**src/rtl/debug_snapshot_tx_pkg.sv**
```systemverilog
// Shared definitions for the debug snapshot transmitter: frame header,
// FSM state encoding and the payload byte-count helper.
package dbg_pkg;

    localparam logic [7:0] FRAME_HDR = 8'hA5;

    typedef enum logic [2:0] {
        ST_IDLE    = 3'd0,
        ST_SEND    = 3'd1,
        ST_WAIT    = 3'd2,
        ST_NEXT_CH = 3'd3,
        ST_FIN     = 3'd4
    } state_t;

    function automatic int nb_bytes(input int nb_snap, input int nb_data);
        return (nb_snap + nb_data - 1) / nb_data;
    endfunction

endpackage

```
**src/rtl/debug_snapshot_tx_mux.sv**
```systemverilog
// Picks payload byte [ch][idx] out of the latched snapshot vector; bits beyond
// NB_SNAP in the final byte read as zero.
module snapshot_byte_mux
    import dbg_pkg::*;
#(
    parameter int NB_DATA = 8,
    parameter int NB_SNAP = 144,
    parameter int N_CH    = 5,
    parameter int NB_CH   = 3,
    parameter int NB_IDX  = 5
) (
    input  logic [N_CH*NB_SNAP-1:0] i_snap,
    input  logic [NB_CH-1:0]        i_ch,
    input  logic [NB_IDX-1:0]       i_idx,
    output logic [NB_DATA-1:0]      o_byte
);

    localparam int NB_BYTES = nb_bytes(NB_SNAP, NB_DATA);

    logic [NB_SNAP-1:0]          chan;
    logic [NB_BYTES*NB_DATA-1:0] padded;

    always_comb begin
        chan = '0;
        for (int k = 0; k < N_CH; k++) begin
            if (i_ch == NB_CH'(k)) begin
                chan = i_snap[k*NB_SNAP +: NB_SNAP];
            end
        end
        padded = '0;
        padded[NB_SNAP-1:0] = chan;
        o_byte = '0;
        for (int b = 0; b < NB_BYTES; b++) begin
            if (i_idx == NB_IDX'(b)) begin
                o_byte = padded[b*NB_DATA +: NB_DATA];
            end
        end
    end

endmodule

```
**src/rtl/debug_snapshot_tx.sv**
```systemverilog
// Latches pipeline snapshot channels and streams them to the UART as
// framed packets: 0xA5, channel id, payload (LSB byte first), XOR checksum.
//
// state   | meaning
// IDLE    | waiting for a dump request
// SEND    | pulse tx_start with the current byte
// WAIT    | hold the byte until the UART reports txDone
// NEXT_CH | advance to the following channel in an all-channel dump
// FIN     | pulse done, drop busy
module debug_snapshot_tx
    import dbg_pkg::*;
#(
    parameter int NB_DATA = 8,
    parameter int NB_SNAP = 144,
    parameter int N_CH    = 5,
    parameter int NB_CH   = 3
) (
    input  logic                    clk,
    input  logic                    i_reset,
    input  logic                    i_req,
    input  logic                    i_all,
    input  logic [NB_CH-1:0]        i_ch_sel,
    input  logic [N_CH*NB_SNAP-1:0] i_snapshot,
    input  logic                    i_txDone,
    output logic                    o_tx_start,
    output logic [NB_DATA-1:0]      o_data,
    output logic                    o_busy,
    output logic                    o_done,
    output logic                    o_err
);

    localparam int NB_BYTES = nb_bytes(NB_SNAP, NB_DATA);
    localparam int NB_POS   = $clog2(NB_BYTES + 3);

    localparam logic [NB_POS-1:0] POS_CH   = NB_POS'(1);
    localparam logic [NB_POS-1:0] POS_LAST = NB_POS'(NB_BYTES + 2);
    localparam logic [NB_CH-1:0]  LAST_CH  = NB_CH'(N_CH - 1);
    localparam logic [NB_CH:0]    N_CH_EXT = (NB_CH + 1)'(N_CH);

    state_t                  state_q, state_d;
    logic [N_CH*NB_SNAP-1:0] snap_q, snap_d;
    logic                    all_q, all_d;
    logic [NB_CH-1:0]        ch_q, ch_d;
    logic [NB_POS-1:0]       pos_q, pos_d;
    logic [NB_DATA-1:0]      csum_q, csum_d;
    logic                    err_q, err_d;

    logic [NB_DATA-1:0]      pay_byte;
    logic [NB_DATA-1:0]      cur_byte;

    snapshot_byte_mux #(
        .NB_DATA (NB_DATA),
        .NB_SNAP (NB_SNAP),
        .N_CH    (N_CH),
        .NB_CH   (NB_CH),
        .NB_IDX  (NB_POS)
    ) u_mux (
        .i_snap (snap_q),
        .i_ch   (ch_q),
        .i_idx  (pos_q - NB_POS'(2)),
        .o_byte (pay_byte)
    );

    // pos_q walks the frame: 0 header, 1 channel id, payload, then checksum
    always_comb begin
        if (pos_q == '0) begin
            cur_byte = NB_DATA'(FRAME_HDR);
        end else if (pos_q == POS_CH) begin
            cur_byte = NB_DATA'(ch_q);
        end else if (pos_q == POS_LAST) begin
            cur_byte = csum_q;
        end else begin
            cur_byte = pay_byte;
        end
    end

    always_comb begin
        state_d    = state_q;
        snap_d     = snap_q;
        all_d      = all_q;
        ch_d       = ch_q;
        pos_d      = pos_q;
        csum_d     = csum_q;
        err_d      = 1'b0;
        o_tx_start = 1'b0;
        o_data     = '0;
        o_busy     = 1'b0;
        o_done     = 1'b0;

        case (state_q)
            ST_IDLE: begin
                if (i_req) begin
                    if (!i_all && ({1'b0, i_ch_sel} >= N_CH_EXT)) begin
                        err_d = 1'b1;
                    end else begin
                        snap_d  = i_snapshot;
                        all_d   = i_all;
                        ch_d    = i_all ? '0 : i_ch_sel;
                        pos_d   = '0;
                        csum_d  = '0;
                        state_d = ST_SEND;
                    end
                end
            end
            ST_SEND: begin
                o_tx_start = 1'b1;
                o_busy     = 1'b1;
                o_data     = cur_byte;
                if (pos_q != '0 && pos_q != POS_LAST) begin
                    csum_d = csum_q ^ cur_byte;
                end
                state_d = ST_WAIT;
            end
            ST_WAIT: begin
                o_busy = 1'b1;
                o_data = cur_byte;
                if (i_txDone) begin
                    if (pos_q == POS_LAST) begin
                        state_d = (all_q && ch_q != LAST_CH) ? ST_NEXT_CH : ST_FIN;
                    end else begin
                        pos_d   = pos_q + NB_POS'(1);
                        state_d = ST_SEND;
                    end
                end
            end
            ST_NEXT_CH: begin
                o_busy = 1'b1;
                if (all_q && ch_q != LAST_CH) begin
                    ch_d    = ch_q + NB_CH'(1);
                    pos_d   = '0;
                    csum_d  = '0;
                    state_d = ST_SEND;
                end else begin
                    state_d = ST_FIN;
                end
            end
            ST_FIN: begin
                o_done  = 1'b1;
                state_d = ST_IDLE;
            end
            default: begin
                state_d = ST_IDLE;
            end
        endcase
    end

    assign o_err = err_q;

    always_ff @(posedge clk) begin
        if (i_reset) begin
            state_q <= ST_IDLE;
            snap_q  <= '0;
            all_q   <= 1'b0;
            ch_q    <= '0;
            pos_q   <= '0;
            csum_q  <= '0;
            err_q   <= 1'b0;
        end else begin
            state_q <= state_d;
            snap_q  <= snap_d;
            all_q   <= all_d;
            ch_q    <= ch_d;
            pos_q   <= pos_d;
            csum_q  <= csum_d;
            err_q   <= err_d;
        end
    end

endmodule

```
**config.mk**
```make
export PLATFORM = sky130hd
export DESIGN_NAME = debug_snapshot_tx
export DESIGN_NICKNAME = d
export VERILOG_FILES = /design/src/rtl/debug_snapshot_tx_pkg.sv /design/src/rtl/debug_snapshot_tx_mux.sv /design/src/rtl/debug_snapshot_tx.sv
export SDC_FILE = /design/constraint.sdc
export NUM_CORES = 2
export LEC_CHECK = 0
export ABC_AREA = 1
export CAP_MARGIN = 20
export CORE_AREA = 2 2 289 291
export DETAILED_ROUTE_END_ITERATION = 16
export DIE_AREA = 0 0 291 293
export DONT_BUFFER_PORTS = 1
export GPL_TIMING_DRIVEN = 0
export PLACE_DENSITY = 0.66
export SLEW_MARGIN = 0
export SYNTH_ARGS = -nofsm -noshare
export SYNTH_HDL_FRONTEND = slang
export SYNTH_HIERARCHICAL = 1
export SYNTH_SLANG_ARGS = --single-unit
```
**constraint.sdc**
```tcl
create_clock -name clk -period 5.1 [get_ports clk]
set_input_delay 1.275 -clock clk [delete_from_list [all_inputs] [get_ports clk]]
set_output_delay 1.275 -clock clk [all_outputs]
set_load 0.005 [all_outputs]
```
==> impl_results.md <==
* Final Hold Fails at 0
* Clock period minus worst slack at 5350 ps
* Max Buffers Root-to-Sink at 3
* Worst hold path stage count at 2
* Final routed DRC violation total at 0
* Sinks on Clock Net at 741
* Post-synthesis sequential element count at 741
* Maximum fanout along the worst path at 10
* Cell types occupying the most area after synthesis: dfxtp_1, nor2_1, o21ai_1, nand2_1, buf_6
* Number of global-route vias before repair at 30000
* First-pass GRT wire length at 201000 um
* Number of distinct library cells after synthesis at 34
* Most instantiated flip-flop cell in the synthesis netlist: dfxtp_1
* R2R Setup Slk at 690 ps
* Hold Worst Slack at 461 ps
* Number of antenna violations at the first check in global routing at 44
* Fraction of layout instances using a drive strength above 1 at 0.112
* # hold bufs at CTS at 0
* Y dimension of the die at 293 um
* Total vias in the final route at 32500
* Global Route Usage Sum at 0.321
* Most frequent cell after synthesis: nor2_1
* Slowest stage delay, CP at 370 ps
* RePlAce Congestion at 0.958
* Maximum vdd ir drop at 0.000241 V
* Worst setup path class: flip-flop to output pin
* Worst min-delay path endpoint: csum_q[2]
* DIE WIDTH at 291 um
* Register area at 14900 um2
* Level count of the clock H-tree at 3
* Yosys warns at 6
* Final worst clock skew at 26.4 ps
* Terminus of the critical flop-to-flop path: csum_q[1]
* Number of vias per cell at 5.44
* Element type at the critical path start: flip-flop
* TritonCTS clock tree: done
* Mean routed wirelength per cell at 24.0 um
* Number of search-and-repair iterations in the first detailed-routing pass at 6
* Initial core utilization at 0.399
* Setup repair after global routing missed its margin: true
* Layout Cell Area excl Fill at 37900 um2
* Worst slack at placement at -423 ps
* Classification of the worst-slack hold path: flip-flop to flip-flop
* Ranking of synthesized cells by instance count: nor2_1, dfxtp_1, o21ai_1
* Setup TNS after final layout at -1190 ps
* Number of pins exceeding their max-slew limit in the final report at 0
* Setup-failing EPs final at 8
* Die ar. at 85300 um2
* Ordered list of cells on the worst path: buf_8 -> inv_2 -> nand3_4 -> buf_12 -> nor2_1 -> nor2_1 -> nand2_1 -> nand2_1 -> nand2_2 -> nor2_4 -> nand4_1 -> nor2_2 -> nand4_1 -> nor2_2 -> nand4_1 -> nor2_4 -> nand4_1 -> inv_1 -> nand2_1 -> nand3_2 -> a21oi_4
* Post-synth net total at 5398
* Detailed Route Iter0 Violations at 2891
* Top-Level Pins at 740
* Normalized max-slew margin at 0.406
* Instance count of the mapped netlist at 4663
* Yosys top cell by area: dfxtp_1
* Count of nets left with antenna violations after detail routing at 0
* Standard-cell row count at 105
* Cts bufs inserted at 82
* Max-Cap Viols at 0
* Final worst-path setup slack at -247 ps
* Sequential fraction of the synthesis area at 0.455
* Violated checks: setup timing
* Reg2reg path depth at 29
* Share of async-settable or async-resettable flops after synthesis at 0
* Clk pin slew, worst setup/hold paths at 60 ps
* Worst EP required at 3830 ps
* Crit-path most repeated cell: nand4_1
* Category of the worst setup path capture point: output pin
* Root buffer cell: clkbuf_16
* Post-synth EDFFs at 0
* Avg Cell Area, Syn at 7.00 um2
* Port bufs at 0
* Layout fillers at 8504
* Worst Max-Slew Pin Slew at 883 ps
* Post-synth design cell area at 32600 um2
* FF-to-FF Start: ch_q[0]
* Worst Path Arrival at 4070 ps
* Fmax at 0.187 GHz
* Ratio of total power to cell area at 445 nW/um2
* Ratio of final minimum period to clock period at 1.05
* Detailed-placement wirelength estimate at 110000 um
* Global-route congestion overflow total at 0
* Final wirelength at 143000 um
* Floorplan Core Area at 81800 um2
* Worst Min Path Start: csum_q[2]
* Pin count of the biggest net entering global routing at 14
* Area occupied by multi-input gates at 15600 um2
* Clock network latency to the later pin of the worst-skew pair at 640 ps
* Count of nets after finishing at 5530
* Total cell area at the placement stage at 34000 um2
* Slowest stage cell, crit path: dfxtp_4
* Signed area change from the synthesized netlist to the final layout at 16.2%
* Cell leakage power at 15.9 nW
* Status: finished with violations
* Proportion of netlist area held by the largest area contributor at 0.455
* Total power of the final layout at 16.9 mW
==> state kept, by name, summed over array words and instances, names as in the netlist <==
signal / cells
snap_q: 720
csum_q: 8
pos_q: 5
ch_q: 3
state_q: 3
all_q: 1
o_err: 1
==> area by class of cell <==
| type | count | share of cell area |
|---|---|---|
| Clock inverter | 32 | 0.0114 |
| Tap cell | 1070 | 0.0353 |
| Inverter | 108 | 0.0112 |
| Timing Repair Buffer | 49 | 0.00990 |
| Multi-Input combinational cell | 3488 | 0.413 |
| Buffer | 325 | 0.0619 |
| Clock buffer | 117 | 0.0637 |
| Antenna cell | 35 | 0.00231 |
| Sequential cell | 741 | 0.392 |
==> critical path: cells and delay by family, from the launching register on <==
family / cells / cell delay, ps
AOI/OAI and AO/OA: 1 / 100
buffers and inverters: 4 / 420
DFF: 1 / 370
and+or+nand+nor: 16 / 2520
==> worst max-delay path by stage <==
stage / start / end / slack (ps) / cells after the start
3_3_place_gp: pos_q[3] / o_data[2] / -420 / 21
4_1_cts: pos_q[3] / o_data[1] / -220 / 20
5_1_grt: pos_q[2] / o_data[2] / -380 / 20
2_1_floorplan: pos_q[2] / o_data[1] / 1510 / 20
6_report: ch_q[0] / o_data[2] / -250 / 21
3_5_place_dp: pos_q[3] / o_data[2] / -420 / 21
==> cells by family (layout without fill, tap and decap cells) <==
logic type | Yosys count | after routing | share of synthesized area
simple gates | 2524 | 2524 | 0.304
compound gates | 953 | 953 | 0.158
flops | 741 | 741 | 0.455
fa+ha+maj | 7 | 7 | 0.00268
buf+inv | 434 | 631 | 0.0799
other cells | 0 | 35 | 0
xor+xnor | 4 | 4 | 0.00107
==> through the flow <==
step	instances	util
after floorplan	4663	-
after global placement	5733	0.415
after detailed placement	5734	0.415
after CTS	5914	0.460
after global routing	5961	0.463
final	5965	0.463
==> cell usage in the layout, fill, tap and decap left out, types with 5 or more instances in the layout <==
cell / n
nor2_2: 36
a21oi_1: 85
nand2_1: 604
o21ai_0: 70
nand3_2: 5
inv_4: 5
a22o_1: 69
ha_1: 6
inv_1: 92
clkinv_2: 14
diode_2: 35
inv_2: 9
nand2_2: 18
buf_2: 73
dfxtp_1: 734
clkbuf_8: 24
buf_1: 11
nand3_1: 148
clkbuf_16: 82
o21ai_1: 692
nand2_4: 5
clkbuf_1: 98
buf_4: 76
bufinv_16: 6
buf_6: 115
clkbuf_2: 5
nor2_1: 1608
nand4_1: 63
nor3_1: 7
a221oi_1: 20
nor2_4: 22
==> what timing repair did <==
item	4_1_cts	5_1_grt
setup buffers	32	15
gates resized for setup	193	21
setup endpoints to repair	8	8
pin swaps	76	81
gates cloned	0	0
endpoints found under the hold margin	0	0
==> power by group <==
group	internal [mW]	switching (mW)
logic	1.26	2.49
clock network	3.64	2.62
registers	6.50	0.387
total	11.4	5.49
==> layer usage <==
| metal | GRT usage | routed length, um |
|---|---|---|
| met1 | 0.389 | 56100 |
| met2 | 0.524 | 65800 |
| met3 | 0.0829 | 13200 |
| met4 | 0.171 | 7910 |
| met5 | 0 | 101 |
Note: power is estimated with default switching activity, not from simulation.
